==> config.mk <==
export PLATFORM = sky130hd
export DESIGN_NAME = exec_lane_flat
export DESIGN_NICKNAME = d
export VERILOG_FILES = /design/src/rtl/exec_lane_pkg.sv /design/src/rtl/exec_lane_if.sv /design/src/rtl/add.sv /design/src/rtl/fl32.sv /design/src/rtl/seq_divider.sv /design/src/rtl/exec_lane.sv /design/src/flat_wrapper.sv
export SDC_FILE = /design/constraint.sdc
export NUM_CORES = 2
export LEC_CHECK = 0
export CAP_MARGIN = 20
export CORE_UTILIZATION = 25
export CTS_CLUSTER_SIZE = 8
export DETAILED_ROUTE_END_ITERATION = 10
export GPL_TIMING_DRIVEN = 0
export PLACE_DENSITY_LB_ADDON = 0.2
export SYNTH_ARGS = -nofsm -noshare
export SYNTH_HDL_FRONTEND = slang
export SYNTH_SLANG_ARGS = --single-unit
==> constraint.sdc <==
create_clock -name clk -period 40.8 [get_ports clk]
set_clock_uncertainty 0.05 [all_clocks]
set_input_delay 12.24 -clock clk [delete_from_list [all_inputs] [get_ports clk]]
set_output_delay 12.24 -clock clk [all_outputs]
set_load 0.02 [all_outputs]
==> src/rtl/exec_lane_pkg.sv <==
// Shared types for the execution lane: opcode encoding, FSM states, helpers.
package exec_lane_pkg;

  localparam int unsigned OPC_W = 4;

  typedef enum logic [OPC_W-1:0] {
    OP_ADD  = 4'd0,
    OP_SUB  = 4'd1,
    OP_MUL  = 4'd2,
    OP_DIVU = 4'd3,
    OP_FADD = 4'd4,
    OP_FSUB = 4'd5,
    OP_SLL  = 4'd6,
    OP_SRL  = 4'd7,
    OP_LOAD = 4'd8,
    OP_HALT = 4'd9
  } opcode_e;

  typedef enum logic {
    IDLE = 1'b0,
    DIV  = 1'b1
  } state_e;

  // Ops that finish in one cycle and write reg[rd] (DIVU handled separately).
  function automatic logic is_single_cycle(opcode_e op);
    return op inside {OP_ADD, OP_SUB, OP_MUL, OP_FADD, OP_FSUB, OP_SLL, OP_SRL};
  endfunction

endpackage

==> src/rtl/exec_lane_if.sv <==
// Instruction issue and result bus of the execution lane.
interface exec_lane_if #(
  parameter int unsigned XLEN  = 32,
  parameter int unsigned NREGS = 32
);
  import exec_lane_pkg::*;

  localparam int unsigned REG_AW = $clog2(NREGS);
  localparam int unsigned SH_W   = $clog2(XLEN);

  logic              in_valid;
  logic              in_ready;
  logic [OPC_W-1:0]  opcode;
  logic [REG_AW-1:0] rs1;
  logic [REG_AW-1:0] rs2;
  logic [REG_AW-1:0] rd;
  logic [SH_W-1:0]   shamt;
  logic              out_valid;
  logic [REG_AW-1:0] out_rd;
  logic [XLEN-1:0]   result;

  modport master (
    output in_valid, opcode, rs1, rs2, rd, shamt,
    input  in_ready, out_valid, out_rd, result
  );

  modport slave (
    input  in_valid, opcode, rs1, rs2, rd, shamt,
    output in_ready, out_valid, out_rd, result
  );

endinterface

==> src/rtl/add.sv <==
// Integer adder with carry-in; subtraction is a + ~b + 1.
module add #(
  parameter int unsigned WIDTH = 32
) (
  input  logic [WIDTH-1:0] a,
  input  logic [WIDTH-1:0] b,
  input  logic             cin,
  output logic [WIDTH-1:0] sum_c
);

  assign sum_c = a + b + WIDTH'(cin);

endmodule

==> src/rtl/fl32.sv <==
// Single-precision float adder, round-to-nearest-even, denormals flushed to zero.
module fl32 (
  input  logic [31:0] a,
  input  logic [31:0] b,
  output logic [31:0] sum_c
);

  logic [31:0]       x, y;
  logic              sx, sy;
  logic [7:0]        ex, ey, d;
  logic [23:0]       mx, my;
  logic [26:0]       mx_e, my_e, my_sh, sh_mask, norm;
  logic              sticky, round_up;
  logic [27:0]       acc;
  logic [4:0]        lz;
  logic signed [9:0] e_n;
  logic [24:0]       mant;

  always_comb begin
    // order by magnitude so the effective subtraction never goes negative
    if (a[30:0] >= b[30:0]) begin
      x = a;
      y = b;
    end else begin
      x = b;
      y = a;
    end
    sx      = x[31];
    sy      = y[31];
    ex      = x[30:23];
    ey      = y[30:23];
    mx      = (ex == 8'd0) ? 24'd0 : {1'b1, x[22:0]};
    my      = (ey == 8'd0) ? 24'd0 : {1'b1, y[22:0]};
    d       = ex - ey;
    mx_e    = {mx, 3'b000};
    my_e    = {my, 3'b000};
    sh_mask = '0;
    if (d >= 8'd27) begin
      my_sh  = '0;
      sticky = |my_e;
    end else begin
      my_sh   = my_e >> d;
      sh_mask = ~(27'h7FFFFFF << d);
      sticky  = |(my_e & sh_mask);
    end
    if (sx ^ sy) acc = {1'b0, mx_e} - {1'b0, my_sh | 27'(sticky)};
    else         acc = {1'b0, mx_e} + {1'b0, my_sh | 27'(sticky)};

    lz = 5'd0;
    for (int i = 0; i < 27; i++) begin
      if (acc[i]) lz = 5'(26 - i);
    end
    if (acc[27]) begin
      norm = acc[27:1] | 27'(acc[0]);
      e_n  = $signed({2'b00, ex}) + 10'sd1;
    end else begin
      norm = acc[26:0] << lz;
      e_n  = $signed({2'b00, ex}) - $signed({5'b00000, lz});
    end

    round_up = norm[2] & (norm[1] | norm[0] | norm[3]);
    mant     = {1'b0, norm[26:3]} + 25'(round_up);
    if (mant[24]) begin
      mant = mant >> 1;
      e_n  = e_n + 10'sd1;
    end

    if (ex == 8'hFF)            sum_c = x;
    else if (!mant[23])         sum_c = 32'd0;
    else if (e_n <= 10'sd0)     sum_c = {sx, 31'd0};
    else if (e_n >= 10'sd255)   sum_c = {sx, 8'hFF, 23'd0};
    else                        sum_c = {sx, e_n[7:0], mant[22:0]};
  end

endmodule

==> src/rtl/seq_divider.sv <==
// Restoring unsigned divider, one quotient bit per cycle; first bit on the start edge.
module seq_divider #(
  parameter int unsigned XLEN = 32
) (
  input  logic            clk,
  input  logic            rst_n,
  input  logic            start,
  input  logic [XLEN-1:0] dividend,
  input  logic [XLEN-1:0] divisor,
  output logic            done,
  output logic [XLEN-1:0] quotient
);

  localparam int unsigned CW = $clog2(XLEN + 1);

  logic [XLEN-1:0] rem_q, dvs_q;
  logic [XLEN-1:0] rem_src, quo_src, dvs_src, rem_n, quo_n;
  logic [XLEN:0]   trial;
  logic [CW-1:0]   cnt_q;
  logic            run_q;

  // One restoring step, sourced from the fresh operands on the start edge.
  always_comb begin
    dvs_src = start ? divisor  : dvs_q;
    rem_src = start ? '0       : rem_q;
    quo_src = start ? dividend : quotient;
    trial   = {rem_src, quo_src[XLEN-1]} - {1'b0, dvs_src};
    if (!trial[XLEN]) begin
      rem_n = trial[XLEN-1:0];
      quo_n = {quo_src[XLEN-2:0], 1'b1};
    end else begin
      rem_n = {rem_src[XLEN-2:0], quo_src[XLEN-1]};
      quo_n = {quo_src[XLEN-2:0], 1'b0};
    end
  end

  always_ff @(posedge clk or negedge rst_n) begin
    if (!rst_n) begin
      rem_q    <= '0;
      dvs_q    <= '0;
      quotient <= '0;
      cnt_q    <= '0;
      run_q    <= 1'b0;
      done     <= 1'b0;
    end else begin
      done <= 1'b0;
      if (start) begin
        rem_q    <= rem_n;
        quotient <= quo_n;
        dvs_q    <= divisor;
        cnt_q    <= CW'(1);
        run_q    <= 1'b1;
      end else if (run_q) begin
        rem_q    <= rem_n;
        quotient <= quo_n;
        cnt_q    <= cnt_q + CW'(1);
        if (cnt_q == CW'(XLEN - 1)) begin
          run_q <= 1'b0;
          done  <= 1'b1;
        end
      end
    end
  end

endmodule

==> src/rtl/exec_lane.sv <==
// Single-thread execution lane: register file, one-cycle ALU/FPU ops, iterative DIVU.
module exec_lane
  import exec_lane_pkg::*;
#(
  parameter int unsigned XLEN  = 32,
  parameter int unsigned NREGS = 32
) (
  input  logic                        clk,
  input  logic                        rst_n,
  exec_lane_if.slave                  bus,
  input  logic [NREGS-1:0][XLEN-1:0]  init_data,
  input  logic                        thread_active,
  output logic                        thread_complete,
  output logic                        busy
);

  localparam int unsigned REG_AW = $clog2(NREGS);

  logic [XLEN-1:0]   regs [NREGS];
  logic [XLEN-1:0]   op_a, op_b, add_b, add_sum, fp_sum, alu_res;
  logic              add_cin;
  opcode_e           opc;

  state_e            state, state_n;
  logic              in_ready_q, in_ready_n, busy_n;
  logic              out_valid_n, tc_n;
  logic [REG_AW-1:0] out_rd_n, rd_q, rd_n;
  logic [XLEN-1:0]   result_n;

  logic              accept, load_en, wr_en, div_start, div_done;
  logic [REG_AW-1:0] wr_addr;
  logic [XLEN-1:0]   wr_data, div_quo;

  assign opc     = opcode_e'(bus.opcode);
  assign op_a    = regs[bus.rs1];
  assign op_b    = regs[bus.rs2];
  assign accept  = bus.in_valid & in_ready_q;
  assign add_cin = (opc == OP_SUB);
  assign add_b   = (opc == OP_SUB) ? ~op_b : op_b;

  add #(.WIDTH(XLEN)) u_add (
    .a     (op_a),
    .b     (add_b),
    .cin   (add_cin),
    .sum_c (add_sum)
  );

  generate
    if (XLEN == 32) begin : g_fp
      logic [XLEN-1:0] fp_b;
      assign fp_b = (opc == OP_FSUB) ? {~op_b[XLEN-1], op_b[XLEN-2:0]} : op_b;
      fl32 u_fl32 (
        .a     (op_a),
        .b     (fp_b),
        .sum_c (fp_sum)
      );
    end else begin : g_no_fp
      assign fp_sum = '0;
    end
  endgenerate

  seq_divider #(.XLEN(XLEN)) u_div (
    .clk      (clk),
    .rst_n    (rst_n),
    .start    (div_start),
    .dividend (op_a),
    .divisor  (op_b),
    .done     (div_done),
    .quotient (div_quo)
  );

  // Result of every op that completes at its acceptance edge.
  always_comb begin
    alu_res = '0;
    case (opc)
      OP_ADD, OP_SUB:   alu_res = add_sum;
      OP_MUL:           alu_res = op_a * op_b;
      OP_DIVU:          alu_res = '1;
      OP_FADD, OP_FSUB: alu_res = fp_sum;
      OP_SLL:           alu_res = op_a << bus.shamt;
      OP_SRL:           alu_res = op_a >> bus.shamt;
      default:          alu_res = '0;
    endcase
  end

  always_comb begin
    state_n     = state;
    in_ready_n  = in_ready_q;
    busy_n      = busy;
    out_valid_n = 1'b0;
    out_rd_n    = bus.out_rd;
    result_n    = bus.result;
    tc_n        = thread_complete;
    rd_n        = rd_q;
    load_en     = 1'b0;
    wr_en       = 1'b0;
    wr_addr     = '0;
    wr_data     = '0;
    div_start   = 1'b0;
    case (state)
      IDLE: begin
        if (accept) begin
          if (!thread_active) begin
            tc_n = 1'b1;
          end else if (opc == OP_HALT) begin
            tc_n = 1'b1;
          end else begin
            tc_n = 1'b0;
            if (opc == OP_LOAD) begin
              load_en = 1'b1;
            end else if (opc == OP_DIVU && op_b != '0) begin
              div_start  = 1'b1;
              rd_n       = bus.rd;
              state_n    = DIV;
              in_ready_n = 1'b0;
              busy_n     = 1'b1;
            end else if (opc == OP_DIVU || is_single_cycle(opc)) begin
              wr_en       = 1'b1;
              wr_addr     = bus.rd;
              wr_data     = alu_res;
              out_valid_n = 1'b1;
              out_rd_n    = bus.rd;
              result_n    = alu_res;
            end
          end
        end
      end
      DIV: begin
        if (div_done) begin
          wr_en       = 1'b1;
          wr_addr     = rd_q;
          wr_data     = div_quo;
          out_valid_n = 1'b1;
          out_rd_n    = rd_q;
          result_n    = div_quo;
          state_n     = IDLE;
          in_ready_n  = 1'b1;
          busy_n      = 1'b0;
          if (!thread_active) tc_n = 1'b1;
        end
      end
      default: begin
        state_n    = IDLE;
        in_ready_n = 1'b1;
        busy_n     = 1'b0;
      end
    endcase
  end

  always_ff @(posedge clk or negedge rst_n) begin
    if (!rst_n) begin
      state           <= IDLE;
      in_ready_q      <= 1'b1;
      busy            <= 1'b0;
      bus.out_valid   <= 1'b0;
      bus.out_rd      <= '0;
      bus.result      <= '0;
      thread_complete <= 1'b1;
      rd_q            <= '0;
    end else begin
      state           <= state_n;
      in_ready_q      <= in_ready_n;
      busy            <= busy_n;
      bus.out_valid   <= out_valid_n;
      bus.out_rd      <= out_rd_n;
      bus.result      <= result_n;
      thread_complete <= tc_n;
      rd_q            <= rd_n;
    end
  end

  assign bus.in_ready = in_ready_q;

  // Register file: bulk image load wins over a single-port write.
  always_ff @(posedge clk or negedge rst_n) begin
    if (!rst_n) begin
      for (int i = 0; i < int'(NREGS); i++) regs[i] <= '0;
    end else if (load_en) begin
      for (int i = 0; i < int'(NREGS); i++) regs[i] <= init_data[i];
    end else if (wr_en) begin
      regs[wr_addr] <= wr_data;
    end
  end

endmodule

==> src/flat_wrapper.sv <==
// flat-port wrapper written by rule: the top's interface ports become plain ports
module exec_lane_flat import exec_lane_pkg::*;
#(
  parameter int unsigned XLEN  = 32,
  parameter int unsigned NREGS = 32
)
  (clk, rst_n, init_data, thread_active, thread_complete, busy, bus_in_valid, bus_opcode, bus_rs1, bus_rs2, bus_rd, bus_shamt, bus_in_ready, bus_out_valid, bus_out_rd, bus_result);
  exec_lane_if #(.XLEN(XLEN), .NREGS(NREGS)) bus_i ();
  input  logic clk;
  input  logic rst_n;
  input  logic [NREGS-1:0][XLEN-1:0] init_data;
  input  logic thread_active;
  output logic thread_complete;
  output logic busy;
  input wire logic [$bits(bus_i.in_valid)-1:0] bus_in_valid;
  input wire logic [$bits(bus_i.opcode)-1:0] bus_opcode;
  input wire logic [$bits(bus_i.rs1)-1:0] bus_rs1;
  input wire logic [$bits(bus_i.rs2)-1:0] bus_rs2;
  input wire logic [$bits(bus_i.rd)-1:0] bus_rd;
  input wire logic [$bits(bus_i.shamt)-1:0] bus_shamt;
  output wire logic [$bits(bus_i.in_ready)-1:0] bus_in_ready;
  output wire logic [$bits(bus_i.out_valid)-1:0] bus_out_valid;
  output wire logic [$bits(bus_i.out_rd)-1:0] bus_out_rd;
  output wire logic [$bits(bus_i.result)-1:0] bus_result;
  assign bus_i.in_valid = bus_in_valid;
  assign bus_i.opcode = bus_opcode;
  assign bus_i.rs1 = bus_rs1;
  assign bus_i.rs2 = bus_rs2;
  assign bus_i.rd = bus_rd;
  assign bus_i.shamt = bus_shamt;
  assign bus_in_ready = bus_i.in_ready;
  assign bus_out_valid = bus_i.out_valid;
  assign bus_out_rd = bus_i.out_rd;
  assign bus_result = bus_i.result;
  exec_lane #(.XLEN(XLEN), .NREGS(NREGS)) u_core (.clk(clk), .rst_n(rst_n), .bus(bus_i), .init_data(init_data), .thread_active(thread_active), .thread_complete(thread_complete), .busy(busy));
endmodule
# After elaboration in Yosys (flattened, before gate mapping)
# Index checks and enable logic that the tools add are counted.
[word_totals] reg_bits=1175 latchBits=0 ramBits=0 romBits=0 input_bits=1052 output_inout_bits=41 word_cells=272 mem_count=0
[op_classes] addsub=11 n_mul=1 div_mod_pow=0 magnitude_cmp=8 n_eq_ne=20 shift=5 n_mux=146 bitwise=17 n_reduce_logical=18
[op_table] cell="$mux 1024" n=2
[op_table] cell="$mux 32" n=33
[op_table] cell="$bwmux 1024" n=1
[op_table] cell="$bmux 32 s5" n=2
[op_table] cell="$mux 5" n=41
[op_table] cell="$pmux 32 s6" n=1
[op_table] cell="$demux 32 s5" n=1
[op_table] cell="$pmux 32 s2" n=2
[op_table] cell="$mux 24" n=3
[op_table] cell="$mux 31" n=2
[op_table] cell="$mux 27" n=2
[op_table] cell="$or 27x1->27" n=2
[op_table] cell="$mux 1" n=44
[op_table] cell="$sub 33x32->33" n=1
[op_table] cell="$add 32x1->32" n=1
[op_table] cell="$add 32x32->32" n=1
[op_table] cell="$mul 32x32->32" n=1
[op_table] cell="$not 32->32" n=1
[op_table] cell="$reduce_bool 32->1" n=1
[op_table] cell="$shl 32x5->32" n=1
[op_table] cell="$shr 32x5->32" n=1
[op_table] cell="$ge 31x31->1" n=1
[op_table] cell="$add 27x27->28" n=1
[op_table] cell="$mux 28" n=1
[op_table] cell="other kinds (46)" n=79

# Logic depth before layout (Yosys ltp)
[logic_depth] depth_word=67 ltp_mapped=83 depth_no_buf=65

# By module
# Synthesis repeated with hierarchy kept, for this count alone.
[hier_totals] hier_cells=10852 hier_area_um2=102445.8
[by_module_without_submodules] module="exec_lane" instances=1 cells_per_inst=7735 area_per_inst_um2=80287.0 seq_area_each_um2=26803.2
[by_module_without_submodules] module="fl32" instances=1 cells_per_inst=2134 area_per_inst_um2=13550.5 seq_area_each_um2=0.0
[by_module_without_submodules] module="seq_divider" instances=1 cells_per_inst=703 area_per_inst_um2=6605.1 seq_area_each_um2=2602.5
[by_module_without_submodules] module="add" instances=1 cells_per_inst=280 area_per_inst_um2=2003.2 seq_area_each_um2=0.0

# Worst setup path after synthesis
# OpenSTA, ideal clock, no wires.
[synth_path] kind="in2reg" startpoint="input bus_rs1[1]" endpoint="register u_core.regs[433] (netlist bit)" setup_ns=0.135 t_arrival_ns=27.554 required_ns=40.615 slack_ns=13.062 cell_stages=79 path_buffers=20 cell_sequence="buf_4 buf_6 buf_6 buf_4 buf_4 mux4_2 mux2i_1 o2bb2ai_1 or2_0 clkbuf_1 clkbuf_1 clkbuf_1 ha_1 nor2b_1 o21ai_0 a31oi_1 a21oi_1 nor3_2 [... 43 more ...] buf_2 fa_1 a21o_1 a21oi_1 inv_1 a21oi_1 a31oi_1 xnor2_1 or3_1 or2_2 a21oi_1 a32o_1 clkbuf_1 or4_4 nor4_1 o21ai_1 clkbuf_1 o21ai_0"
[synth_between] elab_chain_len=65 elab_cells_between_ends=89 cone_classes="add/sub: 9; mul: 1; order compare: 4; eq/ne: 1; shift: 5; mux: 56; bitwise: 9; reduce/logical: 4"
[synth_lines] element="from (decl)" line_no="flat_wrapper.sv:17" rtl="input wire logic [$bits(bus_i.rs1)-1:0] bus_rs1;"
[synth_lines] element="$not 5->6 (not written as such) *" line_no="exec_lane.sv:35" rtl="assign op_a = regs[bus.rs1];"
[synth_lines] element="$bmux 32 s5 *" line_no="exec_lane.sv:35"
[synth_lines] element="$mux 32 (not written as such) * (2 in a row)" line_no="exec_lane.sv:35"
[synth_lines] element="$ge 31x31->1" line_no="fl32.sv:21" rtl="if (a[30:0] >= b[30:0]) begin"
[synth_lines] element="$mux 32" line_no="fl32.sv:21"
[synth_lines] element="$sub 8x8->8" line_no="fl32.sv:34" rtl="d = ex - ey;"
[synth_lines] element="$shl 27x8->27" line_no="fl32.sv:43" rtl="sh_mask = ~(27'h7FFFFFF << d);"
[synth_lines] element="$not 27->27" line_no="fl32.sv:43"
[synth_lines] element="[... 48 more ...]"
[synth_lines] element="$mux 32 *" line_no="exec_lane.sv:109" rtl="if (opc == OP_LOAD) begin"
[synth_lines] element="$mux 32 *" line_no="exec_lane.sv:105" rtl="end else if (opc == OP_HALT) begin"
[synth_lines] element="$mux 32 *" line_no="exec_lane.sv:103" rtl="if (!thread_active) begin"
[synth_lines] element="$mux 32 *" line_no="exec_lane.sv:102" rtl="if (accept) begin"
[synth_lines] element="$pmux 32 s2 *" line_no="exec_lane.sv:100" rtl="case (state)"
[synth_lines] element="$bwmux 1024 *" line_no="exec_lane.sv:181" rtl="regs[wr_addr] <= wr_data;"
[synth_lines] element="$mux 1024 *" line_no="exec_lane.sv:180" rtl="end else if (wr_en) begin"
[synth_lines] element="$mux 1024 *" line_no="exec_lane.sv:178" rtl="end else if (load_en) begin"
[synth_lines] element="to (signal, indexed assignment)" line_no="exec_lane.sv:181"
[synth_lines] element="to (decl)" line_no="exec_lane.sv:19" rtl="logic [XLEN-1:0] regs [NREGS];"
# Every way passes the cells marked *; elsewhere a longest branch is shown, timed or not. The select of a mux whose other input is x is not followed.
# A chain may end at the register's enable or synchronous reset.

# Final worst setup path
# Ends and elaborated chain as after synthesis.

==> results.tsv <==
stage	metric	value	unit
power	intPower	3.65	mW
worst_setup_path	cp_common_cell	clkbuf_1	
outcome	outcome	finished, violations left	
clock_tree	cts_tree	built	
synthesis	syn_nets	12600	
synthesis	yosys_most_used_dff	dfrtp_1	
timing	grt_setup_unrepaired	no	
worst_setup_path	critPathSlowestCell	buf_2	
place	place_hpwl	768000	um
floorplanning	die_w	633	um
power	switching_share	54.3	%
synthesis	synth-edff-count	0	
clock_tree	cts_sinks	1175	
synthesis	syn_area	99400	um2
timing	fin_ws	-664	ps
synthesis	synth_area_leaders	dfrtp_1 (30%), mux4_2 (8.4%), fa_1 (8.3%)	
global_route	antenna_found_initial	176	
timing	setup_viol	232	
drt	vias_per_cell	6.46	
power	power	7.99	mW
synthesis	yosysWarnings	0	
final_layout	final_nets	14100	
timing	worst_hold_slack	421	ps
worst_setup_path	arrival	42210	ps
drt	drt-wirelength-per-cell	53.1	um
drt	drt_pass1_iterations	7	
clock_tree	cts_max_level	4	
timing	drv_slew	0	
worst_setup_path	critical_path_class	input pin to register	
floorplanning	ios	1093	
power	pwr-share-seq	18.1	%
place	place.gp.congestion	1.10	
timing	fin_crit	41460	ps
outcome	violations	setup timing	
power	power_frac_clock	18.4	%
worst_setup_path	critPathMaxFanout	12	
global_route	grt_use_total	45.7	%
timing	fin_setup_tns	-38980	ps
global_route	grt_pass1_vias	108000	
clock_tree	cts_buffers	177	
power	power_leakage	52.7	nW
floorplanning	fp.coreArea	396000	um2
floorplanning	rows	231	
power	combPwrFrac	63.5	%
power	powerDensity	63.0	nW/um2
clock_tree	clock_latency	1010	ps
drt	wl	945000	um
global_route	gr-total-overflow	0	
clock_tree	cts_hold_buf	0	
synthesis	synth_top_area_share	29.5	%
hold_path	min_path_type	register to register	
power	vdd_drop_max	0.124	mV
timing	fmax	24.1	MHz
clock_tree	ctsResizeCount	0	
synthesis	yosys_register_bits	1175	
final_layout	drive_above_1_share	11.5	%
floorplanning	start_util	25.1	%
timing	relSlewSlack	6.93	%
synthesis	ys_types	121	
drt	post-route-drc-count	0	
clock_tree	cts_root_buffer	clkbuf_16	
global_route	grt_first_pass_wirelength	1180000	um
final_layout	area_growth	27.6	%
place	place_ws	-496	ps
synthesis	synth_area_leader_cell	dfrtp_1	
clock_tree	post-cts-setup-buffers	0	
clock_tree	path_clk_slew	60	ps
worst_setup_path	cp.required	41540	ps
place	io_buffer_count	1080	
worst_setup_path	start_kind	input pin	
run	maxCapViolCount	0	
synthesis	synthArstFlopShare	100	%
timing	final.period_utilization	102	%
drt	first_iter_violations	18400	
floorplanning	die_area	400000	um2
synthesis	seq_area_frac_synth	29.6	%
synthesis	syn_avg_cell_area	9.16	um2
timing	worst_pin_slew	1400	ps
worst_setup_path	endpoint_kind	register	
synthesis	synthCells	10900	
drt	num_vias	115000	
floorplanning	chipHeight	633	um
clock_tree	clockBufferDepth	4	
timing	finalHoldViolations	0	
power	switchingPower	4.34	mW
worst_setup_path	slowest_delay	1150	ps
global_route	grt_max_degree	158	
drt	ant_nets	0	
sequential cells by signal, summed over array words and instances (netlist names):
signal	flops
u_core.bus.out_rd	5
u_core.u_div.cnt_q	6
u_core.thread_complete	1
u_core.state	1
u_core.bus.in_ready	1
u_core.rd_q	5
u_core.u_div.rem_q	32
u_core.u_div.done	1
u_core.bus.result	32
u_core.u_div.run_q	1
u_core.u_div.dvs_q	32
u_core.u_div.quotient	32
u_core.regs	1024
u_core.busy	1
u_core.bus.out_valid	1
synth_stat cells (369+ instances only):
library cell	n
dfrtp_1	1173
a22oi_1	1034
nand2_1	994
o21ai_0	772
inv_1	764
nor2_1	703
clkbuf_1	625
mux2i_1	538
o21ai_1	507
fa_1	412
a21oi_1	398
mux4_2	369
kinds of logic (layout without fill, tap and decap cells):
| family | after synthesis | after routing | share of synthesized area, % |
|---|---|---|---|
| compound gates | 3604 | 3604 | 23.7 |
| xor+xnor | 215 | 215 | 1.90 |
| mux | 977 | 977 | 14.6 |
| flops | 1175 | 1175 | 29.6 |
| fa+ha+maj | 704 | 704 | 12.0 |
| buf+inv | 1719 | 3282 | 7.11 |
| other cells | 0 | 126 | 0 |
| simple gates | 2463 | 2463 | 11.1 |
cell usage in the layout (no fill, tap or decap), types with 43 or more instances in the layout:
cell,count
clkdlybuf4s50_1,1079
a21o_1,49
mux4_2,369
buf_2,192
buf_16,50
o31ai_1,57
mux2i_1,537
clkbuf_2,97
clkbuf_16,178
clkbuf_1,555
dfrtp_1,1173
nor3_1,118
buf_6,45
o211ai_1,56
and3_1,45
nand3_1,173
inv_1,764
and2_1,113
o21ai_1,511
a221oi_1,185
fa_1,412
a31oi_1,46
ha_1,292
diode_2,126
mux2_2,66
xnor2_1,145
xor2_1,67
nand2_1,994
o22ai_1,65
buf_4,91
o221ai_1,47
o21ai_0,765
a211oi_1,58
a22oi_1,1034
buf_8,112
nor2_1,690
a21oi_1,396
buf_1,43
worst max-delay path: cells and delay by family:
kind | cells | cell delay [ps]
adders and majority gates | 5 | 1910
AOI/OAI and AO/OA | 29 | 9740
and+or+nand+nor | 16 | 6480
xor gates and xnor gates | 2 | 610
muxes | 1 | 280
buffers and inverters | 21 | 10660
layer usage:
layer	track usage, %	vias to the layer above	part of all wire, %
li1	-	42900	-
met1	51.9	59200	36
met2	64.9	9879	41
met3	16.9	2904	11
met4	45.6	67	12
met5	0.676	-	0.084
stage by stage:
step	area (um2)	util, %	instances
4_1_cts	126000	31.9	17600
6_report	127000	32.0	17800
3_3_place_gp	117000	29.5	17200
5_1_grt	127000	32.0	17700
3_5_place_dp	121000	30.7	17400
2_1_floorplan	99400	-	10900
worst paths after layout:
kind / end / slack [ps] / cells after the start / startpoint
worst max register to register: u_core.regs[433] / 13830 / 68 / u_core.regs[936]
min in group asynchronous: u_core.bus.result[10] / 11180 / 1 / rst_n
worst min-delay path: u_core.u_div.rem_q[3] / 420 / 2 / u_core.u_div.rem_q[3]
worst min register to register: u_core.u_div.rem_q[3] / 420 / 2 / u_core.u_div.rem_q[3]
max in group asynchronous: u_core.regs[112] / 26650 / 5 / rst_n
worst max-delay path: u_core.regs[433] / -660 / 74 / bus_rs1[1]
power groups by stage:
| stage | Sequential (mW) | Combinational (mW) | Clock, mW |
|---|---|---|---|
| after global routing | 1.44 | 5.23 | 1.49 |
| after global placement | 1.46 | 4.72 | 0 |
| after detailed placement | 1.45 | 4.76 | 0 |
| after CTS | 1.43 | 4.78 | 1.45 |
| after floorplan | 1.39 | 2.45 | 0 |
| final | 1.44 | 5.07 | 1.47 |
cell type report:
cell class                      instances  area (um2)
Buffer                                937        4260
Sequential cell                      1175       29400
Inverter                              782        2940
Clock buffer                          212        4650
Tap cell                             5242        6560
Multi-Input combinational cell       7963       63400
Timing Repair Buffer                 1333       15000
Fill cell                           41900      269000
Clock inverter                         18         303
Antenna cell                          126         315
(Power assumes the default switching activity.)
